$ cat src/rtl/vga_timing_gen_if.sv
`default_nettype none
// +--------------------------------------------------------------------------+
// | Module   : vga_if                                                         |
// | Brief    : Pixel-stream bundle passed along the video draw chain:         |
// |            counters, blanking, sync and 12-bit colour.                    |
// | Revision : 1.0 - initial release                                          |
// +--------------------------------------------------------------------------+
interface vga_if;
   logic [10:0] hcount;
   logic [10:0] vcount;
   logic        hsync;
   logic        vsync;
   logic        hblnk;
   logic        vblnk;
   logic [11:0] rgb;

   modport out (output hcount, vcount, hsync, vsync, hblnk, vblnk, rgb);
   modport in  (input  hcount, vcount, hsync, vsync, hblnk, vblnk, rgb);
endinterface
`default_nettype wire

$ cat src/rtl/vga_timing_gen.sv
`default_nettype none
// +--------------------------------------------------------------------------+
// | Module   : vga_timing_gen                                                 |
// | Brief    : Head of the video pipeline. Generates hcount/vcount, blanking, |
// |            sync and a black rgb base, plus frame/line strobes for game    |
// |            logic. All outputs registered and mutually aligned.            |
// | Revision : 1.0 - initial release                                          |
// +--------------------------------------------------------------------------+
module vga_timing_gen #(
   parameter int H_PIX     = 800,
   parameter int H_FP      = 40,
   parameter int H_SYNC    = 128,
   parameter int H_BP      = 88,
   parameter int V_PIX     = 600,
   parameter int V_FP      = 1,
   parameter int V_SYNC    = 4,
   parameter int V_BP      = 23,
   parameter bit HSYNC_POL = 1'b1,
   parameter bit VSYNC_POL = 1'b1
) (
   input  logic  clk,
   input  logic  rst,
   input  logic  en,
   vga_if.out    vga_out,
   output logic  frame_start,
   output logic  line_start
);

   localparam int          H_TOTAL        = H_PIX + H_FP + H_SYNC + H_BP;
   localparam int          V_TOTAL        = V_PIX + V_FP + V_SYNC + V_BP;
   localparam logic [10:0] c_H_LAST       = 11'(H_TOTAL - 1);
   localparam logic [10:0] c_V_LAST       = 11'(V_TOTAL - 1);
   localparam logic [10:0] c_H_PIX        = 11'(H_PIX);
   localparam logic [10:0] c_V_PIX        = 11'(V_PIX);
   localparam logic [10:0] c_HSYNC_START  = 11'(H_PIX + H_FP);
   localparam logic [10:0] c_HSYNC_END    = 11'(H_PIX + H_FP + H_SYNC);
   localparam logic [10:0] c_VSYNC_START  = 11'(V_PIX + V_FP);
   localparam logic [10:0] c_VSYNC_END    = 11'(V_PIX + V_FP + V_SYNC);

   logic [10:0] r_hcount;
   logic [10:0] r_vcount;
   logic        r_hsync;
   logic        r_vsync;
   logic        r_hblnk;
   logic        r_vblnk;
   logic        r_frame_start;
   logic        r_line_start;

   logic        w_h_wrap;
   logic        w_v_wrap;
   logic [10:0] w_hcount_nxt;
   logic [10:0] w_vcount_nxt;
   logic        w_hsync_act;
   logic        w_vsync_act;

   // Next-count values; blank/sync are derived from these so they line up
   // with the counts they will be presented alongside.
   always_comb begin
      w_h_wrap     = (r_hcount == c_H_LAST);
      w_v_wrap     = (r_vcount == c_V_LAST);
      w_hcount_nxt = w_h_wrap ? 11'd0 : r_hcount + 11'd1;
      w_vcount_nxt = r_vcount;
      if (w_h_wrap) begin
         w_vcount_nxt = w_v_wrap ? 11'd0 : r_vcount + 11'd1;
      end
      w_hsync_act  = (w_hcount_nxt >= c_HSYNC_START) && (w_hcount_nxt < c_HSYNC_END);
      w_vsync_act  = (w_vcount_nxt >= c_VSYNC_START) && (w_vcount_nxt < c_VSYNC_END);
   end

   // Counter/flag registers: advance on en, hold otherwise; strobes only on advance.
   always_ff @(posedge clk) begin
      if (rst) begin
         r_hcount      <= 11'd0;
         r_vcount      <= 11'd0;
         r_hblnk       <= 1'b0;
         r_vblnk       <= 1'b0;
         r_hsync       <= ~HSYNC_POL;
         r_vsync       <= ~VSYNC_POL;
         r_frame_start <= 1'b0;
         r_line_start  <= 1'b0;
      end else if (en) begin
         r_hcount      <= w_hcount_nxt;
         r_vcount      <= w_vcount_nxt;
         r_hblnk       <= (w_hcount_nxt >= c_H_PIX);
         r_vblnk       <= (w_vcount_nxt >= c_V_PIX);
         r_hsync       <= w_hsync_act ? HSYNC_POL : ~HSYNC_POL;
         r_vsync       <= w_vsync_act ? VSYNC_POL : ~VSYNC_POL;
         r_line_start  <= w_h_wrap;
         r_frame_start <= w_h_wrap && w_v_wrap;
      end else begin
         r_frame_start <= 1'b0;
         r_line_start  <= 1'b0;
      end
   end

   assign vga_out.hcount = r_hcount;
   assign vga_out.vcount = r_vcount;
   assign vga_out.hsync  = r_hsync;
   assign vga_out.vsync  = r_vsync;
   assign vga_out.hblnk  = r_hblnk;
   assign vga_out.vblnk  = r_vblnk;
   // Black base for the layers downstream to composite onto.
   assign vga_out.rgb    = 12'h000;
   assign frame_start    = r_frame_start;
   assign line_start     = r_line_start;

endmodule
`default_nettype wire

$ cat src/flat_wrapper.sv
// flat-port wrapper written by rule: the top's interface ports become plain ports
module vga_timing_gen_flat 
#(
   parameter int H_PIX     = 800,
   parameter int H_FP      = 40,
   parameter int H_SYNC    = 128,
   parameter int H_BP      = 88,
   parameter int V_PIX     = 600,
   parameter int V_FP      = 1,
   parameter int V_SYNC    = 4,
   parameter int V_BP      = 23,
   parameter bit HSYNC_POL = 1'b1,
   parameter bit VSYNC_POL = 1'b1
)
  (clk, rst, en, frame_start, line_start, vga_out_hcount, vga_out_vcount, vga_out_hsync, vga_out_vsync, vga_out_hblnk, vga_out_vblnk, vga_out_rgb);
  vga_if vga_out_i ();
  input  logic clk;
  input  logic rst;
  input  logic en;
  output logic frame_start;
  output logic line_start;
  output wire logic [$bits(vga_out_i.hcount)-1:0] vga_out_hcount;
  output wire logic [$bits(vga_out_i.vcount)-1:0] vga_out_vcount;
  output wire logic [$bits(vga_out_i.hsync)-1:0] vga_out_hsync;
  output wire logic [$bits(vga_out_i.vsync)-1:0] vga_out_vsync;
  output wire logic [$bits(vga_out_i.hblnk)-1:0] vga_out_hblnk;
  output wire logic [$bits(vga_out_i.vblnk)-1:0] vga_out_vblnk;
  output wire logic [$bits(vga_out_i.rgb)-1:0] vga_out_rgb;
  assign vga_out_hcount = vga_out_i.hcount;
  assign vga_out_vcount = vga_out_i.vcount;
  assign vga_out_hsync = vga_out_i.hsync;
  assign vga_out_vsync = vga_out_i.vsync;
  assign vga_out_hblnk = vga_out_i.hblnk;
  assign vga_out_vblnk = vga_out_i.vblnk;
  assign vga_out_rgb = vga_out_i.rgb;
  vga_timing_gen #(.H_PIX(H_PIX), .H_FP(H_FP), .H_SYNC(H_SYNC), .H_BP(H_BP), .V_PIX(V_PIX), .V_FP(V_FP), .V_SYNC(V_SYNC), .V_BP(V_BP), .HSYNC_POL(HSYNC_POL), .VSYNC_POL(VSYNC_POL)) u_core (.clk(clk), .rst(rst), .en(en), .vga_out(vga_out_i), .frame_start(frame_start), .line_start(line_start));
endmodule
$ cat config.mk
export PLATFORM = sky130hd
export DESIGN_NAME = vga_timing_gen_flat
export DESIGN_NICKNAME = d
export VERILOG_FILES = /design/src/rtl/vga_timing_gen_if.sv /design/src/rtl/vga_timing_gen.sv /design/src/flat_wrapper.sv
export SDC_FILE = /design/constraint.sdc
export NUM_CORES = 1
export LEC_CHECK = 0
export BUFFER_PORTS_ARGS = -buffer_cell sky130_fd_sc_hd__buf_2
export CORE_UTILIZATION = 56
export DETAILED_ROUTE_END_ITERATION = 10
export PLACE_DENSITY = 0.82
export SLEW_MARGIN = 30
export SYNTH_ARGS = -nofsm -noshare
export SYNTH_HDL_FRONTEND = slang
export SYNTH_SLANG_ARGS = --single-unit
$ cat constraint.sdc
create_clock -name clk -period 4.95 [get_ports clk]
set_input_delay 0.99 -clock clk [delete_from_list [all_inputs] [get_ports clk]]
set_output_delay 0.99 -clock clk [all_outputs]
set_load 0.02 [all_outputs]
### After elaboration in Yosys (flattened, before gate mapping)

Cells that the tools add are included.
Widths: inputs -> output; s select.

* logic and storage cells: 28
* bits in writable memories: 0
* ROM bits: 0
* latch bits: 0
* bits of input ports: 3
* memories kept: 0
* register bits: 28
* output and inout port bits: 40

* magnitude comparators: 6
* shift operators: 0
* bitwise logic cells: 1
* multiplexer cells: 5
* div/mod/pow operators: 0
* reduce and logical (&&, ||, !) cells: 4
* equality and inequality tests: 2
* add/subtract/negate cells: 2
* multiply operators: 0

Operators with widths (number)
* $ge 11x10->1 const B: 4
* $mux 11: 3
* $add 11x1->11 const B: 2
* $lt 11x10->1 const B: 2
* $eq 11x10->1 const B: 1
* $eq 11x11->1 const B: 1
* $logic_and 1x1->1: 3
* $mux 1: 2
* $reduce_or 2->1: 1
* $not 1->1: 1

### Depth between registers and ports, before layout

Gate-level depths: netlist (run 1).

* word-level depth: 6
* depth in mapped cells: 8
* depth with buffers taken out: 7

### Worst setup path after synthesis (run 1)

No wires, ideal clock.

* path kind: register -> register
* start: register u_core.r_hcount[0] (netlist: u_core.vga_out.hcount[0])
* end: register u_core.r_vblnk (netlist: u_core.vga_out.vblnk)
* setup time: 0.086 ns
* cell stages (with the launch flop): 8
* path slack: 2.716 ns
* clock period less this slack: 2.234 ns
* buffers on the path: 0
* data arrival time: 2.148 ns
* required time: 4.864 ns
* path through: dfxtp_1 -> ha_1 -> nand4_1 -> nor4_4 -> and2_4 -> xnor2_1 -> o2111a_1 -> a221oi_2

* longest elaborated chain between the ends: 3

Ends and longest elaborated chain
* from (decl): line vga_timing_gen.sv:40 `logic [10:0] r_hcount;`
* from (signal assigned): line vga_timing_gen.sv:82 `r_hcount <= w_hcount_nxt;`
* $eq 11x11->1: line vga_timing_gen.sv:59 `w_h_wrap = (r_hcount == c_H_LAST);`
* $mux 11: line vga_timing_gen.sv:63 `if (w_h_wrap) begin`
* $ge 11x10->1: line vga_timing_gen.sv:85 `r_vblnk <= (w_vcount_nxt >= c_V_PIX);`
* to (signal assigned): line vga_timing_gen.sv:85
* to (decl): line vga_timing_gen.sv:45 `logic r_vblnk;`

Every way passes these cells.
A chain may end at the register's enable or synchronous reset.

### Worst setup path after layout (run 1)

* start: register u_core.r_hcount[1] (netlist: u_core.vga_out.hcount[1])
* end: register u_core.r_vsync (netlist: u_core.vga_out.vsync)

* longest elaborated chain between the ends: 5
* elaborated cells between the ends (all ways): 6
* classes of those cells: 2 x order compare; 1 x eq/ne; 2 x mux; 1 x reduce/logical

Ends and longest elaborated chain
* $eq 11x11->1 *: line vga_timing_gen.sv:59
* $mux 11 *: line vga_timing_gen.sv:63
* $ge 11x10->1 / $lt 11x10->1 (equally long branches): line vga_timing_gen.sv:67 `w_vsync_act = (w_vcount_nxt >= c_VSYNC_START) && (w_vcount_nxt < c_VSYNC_END);`
* $logic_and 1x1->1 *: line vga_timing_gen.sv:67
* $mux 1 *: line vga_timing_gen.sv:87 `r_vsync <= w_vsync_act ? VSYNC_POL : ~VSYNC_POL;`
* to (signal assigned): line vga_timing_gen.sv:78 `r_vsync <= ~VSYNC_POL;`
* to (signal assigned): line vga_timing_gen.sv:87
* to (decl): line vga_timing_gen.sv:43 `logic r_vsync;`

Every way passes the cells marked *; elsewhere a longest branch is shown, timed or not.

==> results of run 1 <==
-- Yosys cell counts (all sizes together), types with 3 or more instances --
master,number,area share (%)
nor2,32,6.4
dfxtp,28,30
buf,18,7.7
a21oi,13,3.5
nand2,13,2.6
nand3,13,3.5
o21ai,12,3.2
nor3,11,3.5
xor2,10,4.7
clkbuf,9,2.3
nor4,7,3.1
and3,6,2.0
nand4,6,2.0
nor2b,6,2.0
a31oi,4,1.3
xnor2,4,1.9
and4,3,1.5
ha,3,2.0
-- flip-flops by register name, summed over array words and instances, names as in the netlist --
| register | count |
|---|---|
| u_core.vga_out.hcount | 11 |
| u_core.line_start | 1 |
| u_core.vga_out.hblnk | 1 |
| u_core.vga_out.hsync | 1 |
| u_core.vga_out.vsync | 1 |
| u_core.frame_start | 1 |
| u_core.vga_out.vblnk | 1 |
| u_core.vga_out.vcount | 11 |
-- layout make-up --
type                            instances  area [µm²]
Multi-Input combinational cell        191        1170
Fill cell                             306        1150
Sequential cell                        28         561
Timing Repair Buffer                   30         150
Tap cell                               44        55.1
Clock buffer                            4        36.3
Inverter                                2        7.51
-- power by group --
group	leakage, nW	total (mW)	switching [mW]	internal (mW)
Clock	0.0210	0.115	0.0702	0.0451
Combinational	0.552	0.0326	0.0249	0.00768
Sequential	0.227	0.233	0.00392	0.229
Total	0.799	0.380	0.0990	0.281
-- cell families (layout without fill, tap and decap cells) --
| group | after synthesis | in the layout | share of synthesized area (%) |
|---|---|---|---|
| compound gates | 46 | 46 | 15.9 |
| xor+xnor | 14 | 14 | 6.52 |
| fa+ha+maj | 3 | 3 | 2.00 |
| buf+inv | 29 | 36 | 10.4 |
| flops | 28 | 28 | 29.8 |
| mux | 4 | 4 | 2.26 |
| other cells | 1 | 12 | 0.199 |
| simple gates | 112 | 112 | 32.9 |
-- how the worst min path moves through the flow --
stage / end / cells after the start
floorplan: u_core.vga_out.hblnk / 2
detailed placement: u_core.vga_out.hblnk / 2
CTS: u_core.vga_out.hblnk / 2
finish: u_core.vga_out.hblnk / 2
global route: u_core.vga_out.vsync / 2
global placement: u_core.vga_out.hblnk / 2
-- layer usage --
layer | up-vias | GRT usage [%] | wire length [µm]
met5 | - | 0 | 0
met4 | 0 | 6.31 | 61
met3 | 6 | 4.76 | 201
met2 | 59 | 40.3 | 2020
met1 | 806 | 32.2 | 1830
li1 | 877 | - | -
-- critical path, stage by stage (launching register included) --
cell	delay [ns]
dfxtp_1	0.47
ha_1	0.27
and4_1	0.48
nand3_1	0.32
nor3_1	0.29
xnor2_1	0.21
nand4b_1	0.19
o31ai_1	0.25
==> run metrics, run 1 <==
status finished clean; Total Power 0.380 mW; area delta synth->final 5.06%; fmax 391 MHz; Peak VDD IR 0.122 mV; WP data arrival 2.82 ns; CTS buffer count 3; Final Max Slew Viols 0; min setup slack post-route 2.39 ns; largest net degree at the start of global routing 29; YS warnings 0; Post-DP HPWL 2830 µm; area of placed instances 1940 µm²; Seq cells post-synth 28; 1st-pass router iterations 4; HP Start u_core.vga_out.hblnk; H-tree lvl count 1; Final Hold Fails 0; commonest non-fill, non-tap cell in the layout nor2_1; Worst Path Max Fanout 12; CTS hold repair buffers 0; top_reg_cell synth dfxtp_1; Row Count 20; Finished Core Util 63.2%; Tcrit/Tclk final 51.7%; CTS resizes 0; Hold Crit Class reg -> reg; crit path from u_core.vga_out.hcount[1]; post-synthesis cell area 1880 µm²; Hold Slack 0.502 ns; via-per-instance ratio 5.85; register-to-register setup slack 2.39 ns; leakage 0.799 nW; Die Ht 60.0 µm; Detailed Route WL 4110 µm; Core Region 3130 µm²; non-filler instance count after layout 299; synthesized area per cell 7.93 µm²; post-synthesis async set-or-reset flop share 0%; Die X-Extent 60.0 µm; Max transition margin 65.4%; Slew @ Worst Pin 0.519 ns; clk_skew 0.0114 ns; Boundary Pins 43; Netlist cell types 55; CTS tree done; RR Startpoint u_core.vga_out.hcount[1]; crit path to u_core.vga_out.vsync; Post-Syn Instances 237; Routed WL per cell 13.8 µm; vias 1748; Finished Cell Area 1980 µm²; antenna violations before repair 0; IO buf count 30; Final Critical Period 2.56 ns; Root Driver clkbuf_4; number of global-route vias before repair 1437; Total Routing Usage GR 24.3%; antenna fix cells 0; Post-DRT Antenna Nets 0; Power Density 193 nW/µm²; EDFF count, synth 0; CP required 5.21 ns; commonest non-fill, non-tap cells in the layout 32 x nor2_1, 30 x buf_2, 28 x dfxtp_1; maxcap violations 0; placed insts 295; Setup TNS 0 ns; Crit Reg-Reg Endpoint u_core.vga_out.vsync; layout cells sized above 1 17.6%; R2R cell count 7; post-CTS setup buffers 0; clk buf depth 2; unrepaired setup endpoints after global routing no; CP Launch Type flop; full die area 3590 µm²; 1st-iter DRT viols 140; global route overflow 0; gpl congestion 0.911; Clk pin slew, worst setup/hold paths 0.15 ns; crit end category flop; kind of critical path reg -> reg; final setup fails 0; Worst-Skew Late Latency 0.34 ns; first-pass GRT wire length 6640 µm; sequential area share after synthesis 29.8%; clk sinks 28; Place WS 2.44 ns; # DRC 0; Initial Util 60.1%; Nets 262
No activity file was read; power rests on OpenSTA's default activity.
==> inputs of run 2 (changes only) <==
Settings changed: CORE_UTILIZATION 56 to 49, PLACE_DENSITY 0.82 to 0.76.
Clock period 4.95 ns to 2.3 ns, I/O delays scaled along.
==> run metrics, run 2 (synthesis results as in run 1) <==
Peak VDD IR 0.351 mV (was 0.122 mV); Worst Path Max Fanout 5 (was 12); Crit path buffers/inverters 0 (unchanged); Total Power 0.888 mW (was 0.380 mW); Finished Core Util 59.5% (was 63.2%); clk buf depth 2 (unchanged); Post-DRT Antenna Nets 0 (unchanged); status finished clean (unchanged); Detailed Route WL 4520 µm (was 4110 µm); Post-DP HPWL 3240 µm (was 2830 µm); CTS tree done (unchanged); unrepaired setup endpoints after global routing yes (was no); R2R cell count 6 (was 7); Max transition margin 66.1% (was 65.4%); register-to-register setup slack 0.1 ns (was 2.39 ns); Nets 283 (was 262); Routed WL per cell 14.0 µm (was 13.8 µm); leakage 0.918 nW (was 0.799 nW); antenna violations before repair 0 (unchanged); Core Region 3660 µm² (was 3130 µm²); gpl congestion 0.937 (was 0.911); Die Ht 64.0 µm (was 60.0 µm); crit-path leading delay family simple AND/OR/NAND/NOR gates (unchanged); CTS buffer count 3 (unchanged); layout cells sized above 1 26.1% (was 17.6%); final setup fails 0 (unchanged); Sw Share 24.9% (was 26.0%); Final Max Slew Viols 0 (unchanged); Power Density 408 nW/µm² (was 193 nW/µm²); H-tree lvl count 1 (unchanged); Row Count 22 (was 20); Crit Reg-Reg Endpoint u_core.vga_out.vsync (unchanged); Initial Util 51.4% (was 60.1%); area of placed instances 2080 µm² (was 1940 µm²); CP required 2.49 ns (was 5.21 ns); Boundary Pins 43 (unchanged); Slew @ Worst Pin 0.508 ns (was 0.519 ns); fmax 454 MHz (was 391 MHz); Clk pin slew, worst setup/hold paths 0.09 ns (was 0.15 ns); Place WS 0.133 ns (was 2.44 ns); Setup TNS 0 ns (unchanged); Comb pwr share 9.0% (was 8.6%); clk_skew 0.00657 ns (was 0.0114 ns); CP Cell Sequence or4_4, nor4_4, and4_4, and2b_2, o211ai_1, o31ai_1 (was ha_1, and4_1, nand3_1, nor3_1, xnor2_1, nand4b_1, o31ai_1); worst hold endpoint u_core.vga_out.hblnk (unchanged); full die area 4090 µm² (was 3590 µm²); area delta synth->final 15.8% (was 5.06%); # DRC 0 (unchanged); WP data arrival 2.40 ns (was 2.82 ns); Total Routing Usage GR 23.7% (was 24.3%); Worst-Skew Late Latency 0.28 ns (was 0.34 ns); 1st-iter DRT viols 188 (was 140); commonest non-fill, non-tap cell in the layout nor2_1 (unchanged); Root Driver clkbuf_8 (was clkbuf_4); Slowest-stage cell, CP or4_4 (was and4_1); CP Launch Type flop (unchanged); Clk network pwr share 34.9% (was 30.3%); critical path's largest stage delay 0.58 ns (was 0.48 ns); number of global-route vias before repair 1672 (was 1437); Hold Crit Class reg -> reg (unchanged); FILL cells 343 (was 306); RR Startpoint u_core.vga_out.hcount[5] (was u_core.vga_out.hcount[1]); WHS Path Cells 2 (unchanged); Sw Pwr 0.221 mW (was 0.0990 mW); largest net degree at the start of global routing 29 (unchanged); commonest non-fill, non-tap cells in the layout 32 x nor2_1, 30 x buf_2, 25 x dfxtp_1 (was 32 x nor2_1, 30 x buf_2, 28 x dfxtp_1); maxcap violations 0 (unchanged); clk sinks 28 (unchanged); vias 1873 (was 1748); kind of critical path reg -> reg (unchanged); antenna fix cells 0 (unchanged); Flop pwr share 56.1% (was 61.1%); first-pass GRT wire length 7760 µm (was 6640 µm); Finished Cell Area 2180 µm² (was 1980 µm²); global route overflow 0 (unchanged); IO buf count 30 (unchanged); Tcrit/Tclk final 95.8% (was 51.7%); via-per-instance ratio 5.78 (was 5.85); min setup slack post-route 0.0961 ns (was 2.39 ns); CTS hold repair buffers 0 (unchanged); 1st-pass router iterations 4 (unchanged); Final Hold Fails 0 (unchanged); Die X-Extent 64.0 µm (was 60.0 µm); Final Critical Period 2.20 ns (was 2.56 ns); HP Start u_core.vga_out.hblnk (unchanged); Int Pwr 0.667 mW (was 0.281 mW); crit end category flop (unchanged)
==> run 2: final cells by class <==
type | instances | area (µm²) | area share, %
multi-input combinational | 191 | 1180 | 54.3
sequential | 28 | 564 | 25.9
timing repair buffer | 51 | 308 | 14.1
tap | 48 | 60.1 | 2.76
clock buffer | 4 | 55.1 | 2.53
inverter | 2 | 7.51 | 0.345
==> run 2: timing repair <==
item                       in CTS  in global routing
gates resized for setup         0                  7
setup endpoints to repair       0                  2
setup buffers                   0                  3
==> run 2: worst register-to-register path, stage by stage (launching register included) <==
cell,delay (ns)
dfxtp_2,0.34
or4_4,0.59
nor4_4,0.40
and4_4,0.27
and2b_2,0.18
o211ai_1,0.11
o31ai_1,0.25
==> run 2: how the worst max path moves through the flow <==
stage,startpoint,slack (ns),depth (start not counted),endpoint
after detailed placement,u_core.vga_out.hcount[0],0.13,7,u_core.vga_out.vsync
after global routing,u_core.vga_out.hcount[5],-0.02,6,u_core.vga_out.vsync
final,u_core.vga_out.hcount[5],0.1,6,u_core.vga_out.vsync
after floorplan,u_core.vga_out.hcount[0],0.07,7,u_core.vga_out.vblnk
after global placement,u_core.vga_out.hcount[9],0.20,7,u_core.vga_out.vsync
after CTS,u_core.vga_out.hcount[0],0.11,7,u_core.vga_out.vsync
==> run 2: power by group through the flow <==
stage | clock [mW] | sequential [mW] | combinational, mW
final | 0.310 | 0.498 | 0.0799
after global routing | 0.333 | 0.499 | 0.0881
after CTS | 0.313 | 0.497 | 0.0797
after detailed placement | 0 | 0.509 | 0.0796
after global placement | 0 | 0.508 | 0.0788
after floorplan | 0 | 0.517 | 0.0672
==> run 2: metrics by stage <==
stage / hold slack [ns] / std cells
4_1_cts: 0.492 / 321
3_3_place_gp: 0.474 / 317
3_5_place_dp: 0.478 / 317
6_report: 0.490 / 324
5_1_grt: 0.524 / 324
2_1_floorplan: 0.558 / 248
==> run 2: metal layers <==
metal	track usage, %	up-vias	routed length (µm)
met3	3.93	10	263
met2	40.3	70	2190
li1	-	914	-
met1	29.7	879	1960
met4	9.38	0	112
met5	0	-	0
